### config.mk
export PLATFORM = sky130hd
export DESIGN_NAME = trap_redirect_unit
export DESIGN_NICKNAME = d
export VERILOG_FILES = /design/src/rtl/trap_redirect_unit.sv
export SDC_FILE = /design/constraint.sdc
export NUM_CORES = 1
export LEC_CHECK = 0
export ABC_AREA = 1
export BUFFER_PORTS_ARGS = -buffer_cell sky130_fd_sc_hd__buf_4
export CAP_MARGIN = 40
export CORE_MARGIN = 5
export CORE_UTILIZATION = 23
export DETAILED_ROUTE_END_ITERATION = 12
export PLACE_DENSITY_LB_ADDON = 0.12
export SKIP_CTS_REPAIR_TIMING = 1
export SYNTH_ARGS = -nofsm -noshare
export SYNTH_HDL_FRONTEND = slang
export SYNTH_SLANG_ARGS = --single-unit
export TNS_END_PERCENT = 1
### constraint.sdc
create_clock -name clk -period 1.54 [get_ports clk]
set_input_delay 0.385 -clock clk [delete_from_list [all_inputs] [get_ports clk]]
set_output_delay 0.385 -clock clk [all_outputs]
set_load 0.01 [all_outputs]
### src/rtl/trap_redirect_unit.sv
// Trap/MRET consumer: flushes FD for a drain window, then hands fetch a
// redirect PC (mtvec on trap, mepc on MRET) over a valid/ready handshake.
//
// Ports:
//   clk, resetb          clock, async active-low reset
//   initiate_exception   trap strobe from csr_ehu
//   XB_mret              committed MRET strobe
//   csr_mtvec, csr_mepc  redirect sources
//   redirect_ready       fetch accepts redirect this cycle
//   redirect_valid/pc    redirect handshake toward fetch
//   flush_FD, stall_fetch pipeline control during the sequence
//   in_handler           inside a trap handler
//   double_fault         sticky: trap taken while in_handler
//   lost_event           sticky: strobe seen outside IDLE
//   trap_count           completed trap redirects, wraps
module trap_redirect_unit #(
  parameter int FLUSH_CYCLES = 2,
  parameter int CNT_W        = 8
) (
  input  logic             clk,
  input  logic             resetb,
  input  logic             initiate_exception,
  input  logic             XB_mret,
  input  logic [31:0]      csr_mtvec,
  input  logic [31:0]      csr_mepc,
  input  logic             redirect_ready,
  output logic             redirect_valid,
  output logic [31:0]      redirect_pc,
  output logic             flush_FD,
  output logic             stall_fetch,
  output logic             in_handler,
  output logic             double_fault,
  output logic             lost_event,
  output logic [CNT_W-1:0] trap_count
);

  typedef enum logic [1:0] {
    IDLE     = 2'd0,
    FLUSH    = 2'd1,
    REDIRECT = 2'd2
  } state_t;

  localparam logic [3:0] FLUSH_LOAD =
    4'((FLUSH_CYCLES > 0) ? (FLUSH_CYCLES - 1) : 0);

  state_t      state;
  state_t      state_n;
  logic [3:0]  cnt;
  logic [3:0]  cnt_n;
  logic [31:0] target;
  logic [31:0] target_n;
  logic        kind_trap;
  logic        kind_n;

  logic        ev_trap;
  logic        ev_ret;
  logic        hs;
  logic        strobe;

  // Low PC bits are forced to zero on capture.
  logic        unused_lsbs;
  assign unused_lsbs = ^{csr_mtvec[1:0], csr_mepc[1:0]};

  assign strobe  = initiate_exception | XB_mret;
  // Trap wins a tie with MRET; the MRET is silently dropped.
  assign ev_trap = (state == IDLE) & initiate_exception;
  assign ev_ret  = (state == IDLE) & ~initiate_exception & XB_mret;
  assign hs      = redirect_valid & redirect_ready;

  always_comb begin
    state_n  = state;
    cnt_n    = cnt;
    target_n = target;
    kind_n   = kind_trap;
    unique case (state)
      IDLE: begin
        if (ev_trap | ev_ret) begin
          kind_n   = ev_trap;
          target_n = ev_trap ? {csr_mtvec[31:2], 2'b00}
                             : {csr_mepc[31:2], 2'b00};
          if (FLUSH_CYCLES > 0) begin
            state_n = FLUSH;
            cnt_n   = FLUSH_LOAD;
          end else begin
            state_n = REDIRECT;
          end
        end
      end
      FLUSH: begin
        if (cnt == 4'd0) begin
          state_n = REDIRECT;
        end else begin
          cnt_n = cnt - 4'd1;
        end
      end
      REDIRECT: begin
        if (hs) begin
          state_n = IDLE;
        end
      end
      default: begin
        state_n = IDLE;
      end
    endcase
  end

  always_ff @(posedge clk or negedge resetb) begin
    if (!resetb) begin
      state     <= IDLE;
      cnt       <= '0;
      target    <= '0;
      kind_trap <= 1'b0;
    end else begin
      state     <= state_n;
      cnt       <= cnt_n;
      target    <= target_n;
      kind_trap <= kind_n;
    end
  end

  // Outputs are registered from the next state so they line up
  // with the state they describe.
  always_ff @(posedge clk or negedge resetb) begin
    if (!resetb) begin
      redirect_valid <= 1'b0;
      redirect_pc    <= '0;
      flush_FD       <= 1'b0;
      stall_fetch    <= 1'b0;
    end else begin
      redirect_valid <= (state_n == REDIRECT);
      redirect_pc    <= (state_n == REDIRECT) ? target_n : '0;
      flush_FD       <= (state_n != IDLE);
      stall_fetch    <= (state_n != IDLE);
    end
  end

  always_ff @(posedge clk or negedge resetb) begin
    if (!resetb) begin
      in_handler   <= 1'b0;
      double_fault <= 1'b0;
      lost_event   <= 1'b0;
      trap_count   <= '0;
    end else begin
      if (hs) begin
        in_handler <= kind_trap;
        if (kind_trap) begin
          trap_count <= trap_count + CNT_W'(1);
        end
      end
      if (ev_trap & in_handler) begin
        double_fault <= 1'b1;
      end
      if ((state != IDLE) & strobe) begin
        lost_event <= 1'b1;
      end
    end
  end

endmodule

# Yosys cells after proc, flatten, opt, wreduce, memory -nomap -nowiden
# Cells that the tools add are included.
# classes
addsub	2
n_eq_ne	5
n_mux	11
n_bitwise	9
n_reduce_logical	8
# op_table
cell	n
$mux W32	4
$add A8 B1 Y8 const B	1
$mux W4	2
$pmux W4 S2	1
$and A1 B1 Y1	6
$mux W2	3
$pmux W2 S3	1
$reduce_bool A2 Y1	3
$eq A2 B2 Y1 const B	2
$logic_not A4 Y1	1
$reduce_and A2 Y1	2
$sub A4 B1 Y4 const B	1
$reduce_and A3 Y1	1
$eq A2 B1 Y1 const B	1
$logic_not A2 Y1	1
$ne A2 B1 Y1 const B	1
$ne A2 B2 Y1 const B	1
$or A1 B1 Y1	2
$not A1 Y1	1
# totals
register_bits	84
input_bits	69
output_inout_bits	46

# Depth between registers and ports, before layout
# logic_depth
ltp_word	8
ltp_mapped	8
depth_no_buf	7

# Least setup slack after synthesis
# No wires, ideal clock.
# synth_timing
path_type	register -> register
startpoint	register cnt[0]
endpoint	register redirect_pc[10]
setup_time_ns	0.124
arrival_time_ns	1.191
path_slack_ns	0.225
stages_incl_launch_ff	8
path_buffers	1
period_less_slack_ns	1.315
path_cell_list	dfrtp_1 inv_1 ha_1 nand2_1 nor2_1 nor2_2 buf_2 a21oi_1
# synth_between
elab_chain_len	5
# synth_lines
element	line_no	text
from (decl)	48	logic [3:0] cnt;
from (signal assigned)	115	cnt <= cnt_n;
$logic_not A4 Y1	90	if (cnt == 4'd0) begin
$mux W2	90	
$pmux W2 S3	75	unique case (state)
$eq A2 B2 Y1	131	redirect_pc <= (state_n == REDIRECT) ? target_n : '0;
$mux W32	131	
to (signal assigned)	131	
to (decl)	28	output logic [31:0] redirect_pc,
# Every way passes these cells.
# A chain may end at the register's enable or synchronous reset.

# Worst setup path after layout
# layout_timing
startpoint	register cnt[0]
endpoint	register redirect_pc[12]
# The elaborated chain is that of the path after synthesis.

==> reports/results.tsv <==
metric	value	unit
outcome	complete, no violations	
PortBufs	110	
max cap viols	0	
commonest non-fill, non-tap cells in the layout	nand2_1 (146), buf_4 (115), dfrtp_1 (84), nor2_1 (74), inv_1 (47)	
post-synthesis register bit count	84	
worst path required time	1.80	ns
Root Driver	clkbuf_16	
router iterations before antenna repair	4	
pwr dens	1700	mW/mm²
final setup fails	0	
Synth area leader	dfrtp_1	
crit path capture type	register	
first-pass GRT wire length	15200	µm
CORE AREA	0.0152	mm²
CTS tree	yes	
vias in the first global route	3020	
GRT Total Usage	10.7	%
die area	0.0181	mm²
syn_nets	503	
clk buf depth	2	
Initial Utilization	23.5	%
final slew viol count	0	
unique cell type count in the Yosys netlist	21	
cells on worst reg2reg path	7	
die height	135	µm
start of the worst register-to-register path	cnt[0]	
final WL	9310	µm
crit path cell chain	inv_1 > ha_1 > nand2_1 > nor2_1 > nor2_4 > buf_12 > a21oi_1	
flop2flop setup slack	0.17	ns
largest net degree at the start of global routing	85	
DRT iter0 DRCs	128	
Cell Area, Synth	0.00358	mm²
clock skew	0.00771	ns
top-area cell type share of the netlist area	58.8	%
critical path class	reg2reg	
drc violations	0	
worst skew pair latency	0.34	ns
ranking of synthesized cells by area	dfrtp_1 (59%), nand2_1 (16%), nor2_1 (7.8%)	
Final Core Density	33.0	%
RSZ-0062 raised after global routing	no	
Via density	4.04	
initial antenna violation count	0	
total CTS buffers	9	
Final Wtd Congestion	0.722	
most frequent standard cell in the layout excluding fill and tap cells	nand2_1	
Syn Inst Count	431	
Worst Path Max Fanout	18	
worst vdd rail ir drop	681	µV
DP Wirelength	6510	µm
WP data arrival	1.63	ns
Max transition margin	68.5	%
Tmin final	1.37	ns
CTS clk-pin slew, worst paths	0.06	ns
Layout Area Growth over Synthesis	40.0	%
CP max-delay cell	dfrtp_1	
actual slew at the worst max-slew pin	0.473	ns
per-cell routed wire length	12.6	µm
Via Count	2985	
DIE WIDTH	135	µm
# clock sinks	84	
grt ovf	0	
Reg-to-Reg End	redirect_pc[12]	
Leak	2.84	nW
NumNets Final	618	
n_diodes	0	
Site Rows	45	
I/O Pins	115	
Startpoint Class	register	
synth warn	0	
Peak Freq	0.729	GHz
Final Hold Viols	0	
max incr delay on CP	0.38	ns
final setup TNS	0	ns
period utilization	89.1	%
Final ANT Viol Nets	0	
H-tree levels	3	
layout cells sized above 1	25.6	%
syn_area_per_cell	8.30	µm²
sequential element share of the synthesized area	58.8	%
worst min-delay path class	in2async	
## flip-flops by register name, summed over array words and instances, names as in the netlist
| signal | count |
|---|---|
| redirect_pc | 32 |
| target | 32 |
| trap_count | 8 |
| cnt | 4 |
| state | 2 |
| double_fault | 1 |
| in_handler | 1 |
| kind_trap | 1 |
| lost_event | 1 |
| redirect_valid | 1 |
| stall_fetch | 1 |
## stage by stage
stage | hold WS [ns] | cell area [µm²] | instances | setup slack (ns) | power [mW]
6_report | 0.0780 | 5010 | 739 | 0.168 | 8.53
5_1_grt | 0.115 | 5010 | 739 | 0.00400 | 9.22
4_1_cts | 0.0988 | 5000 | 739 | 0.125 | 8.71
3_5_place_dp | 0.460 | 4700 | 723 | 0.135 | 6.43
3_3_place_gp | 0.457 | 4700 | 723 | 0.162 | 6.39
2_1_floorplan | 0.0894 | 3580 | 431 | 0.225 | 5.03
## Yosys cell counts
| master | n |
|---|---|
| nor2_2 | 2 |
| a21oi_1 | 30 |
| inv_1 | 47 |
| xor2_1 | 3 |
| xnor2_1 | 2 |
| nand3b_1 | 1 |
| o21bai_1 | 2 |
| buf_6 | 3 |
| buf_4 | 2 |
| o21ai_0 | 4 |
| o22ai_1 | 1 |
| clkbuf_1 | 3 |
| nand2_1 | 148 |
| buf_2 | 9 |
| nor2_1 | 74 |
| dfrtp_1 | 84 |
| inv_2 | 1 |
| nand3_1 | 8 |
| nor3_1 | 1 |
| nand4_1 | 3 |
| ha_1 | 3 |
## layout make-up
class	instances	area, µm²
clock inverters	4	47.5
fillers	1617	10200
well taps	188	235
inverters	48	180
multi-input cells	282	1200
clock buffers	12	256
flip-flops and latches	84	2100
repair buffers	121	983
## metal layers
metal / track usage, % / wire length [µm] / up-vias
met5: 0 / 0 / -
met4: 4.41 / 139 / 0
met3: 4.62 / 917 / 12
met2: 15.7 / 4060 / 84
met1: 13.8 / 4190 / 1359
li1: - / - / 1530
## worst max path at each step
stage | from | to | slack [ns] | cells after the start
global placement | state[1] | redirect_pc[7] | 0.16 | 6
global route | cnt[0] | redirect_pc[11] | 0.004 | 7
floorplan | cnt[0] | redirect_pc[10] | 0.23 | 7
detailed placement | state[1] | redirect_pc[30] | 0.14 | 6
CTS | state[1] | redirect_pc[30] | 0.13 | 6
finish | cnt[0] | redirect_pc[12] | 0.17 | 7
## power by group
group | internal, mW | total [mW] | leakage (nW) | switching (mW)
Sequential | 2.95 | 3.25 | 1.09 | 0.291
Clock | 1.34 | 2.21 | 0.149 | 0.865
Combinational | 1.30 | 3.08 | 1.60 | 1.78
Total | 5.59 | 8.53 | 2.84 | 2.94
## cell families after synthesis
kind of cell	after synthesis	synth area share (%)
xor+xnor	5	1.22
buf+inv	65	7.97
fa+ha+maj	3	1.05
compound gates	37	5.35
simple gates	237	25.6
flops	84	58.8
## critical path, delay by kind of cell, from the launching register on
family	cells	cell delay (ns)
fa+ha+maj	1	0.16
simple gates	3	0.33
compound gates	1	0.13
buf+inv	2	0.29
flops	1	0.38
No activity file was read; power rests on OpenSTA's default activity.
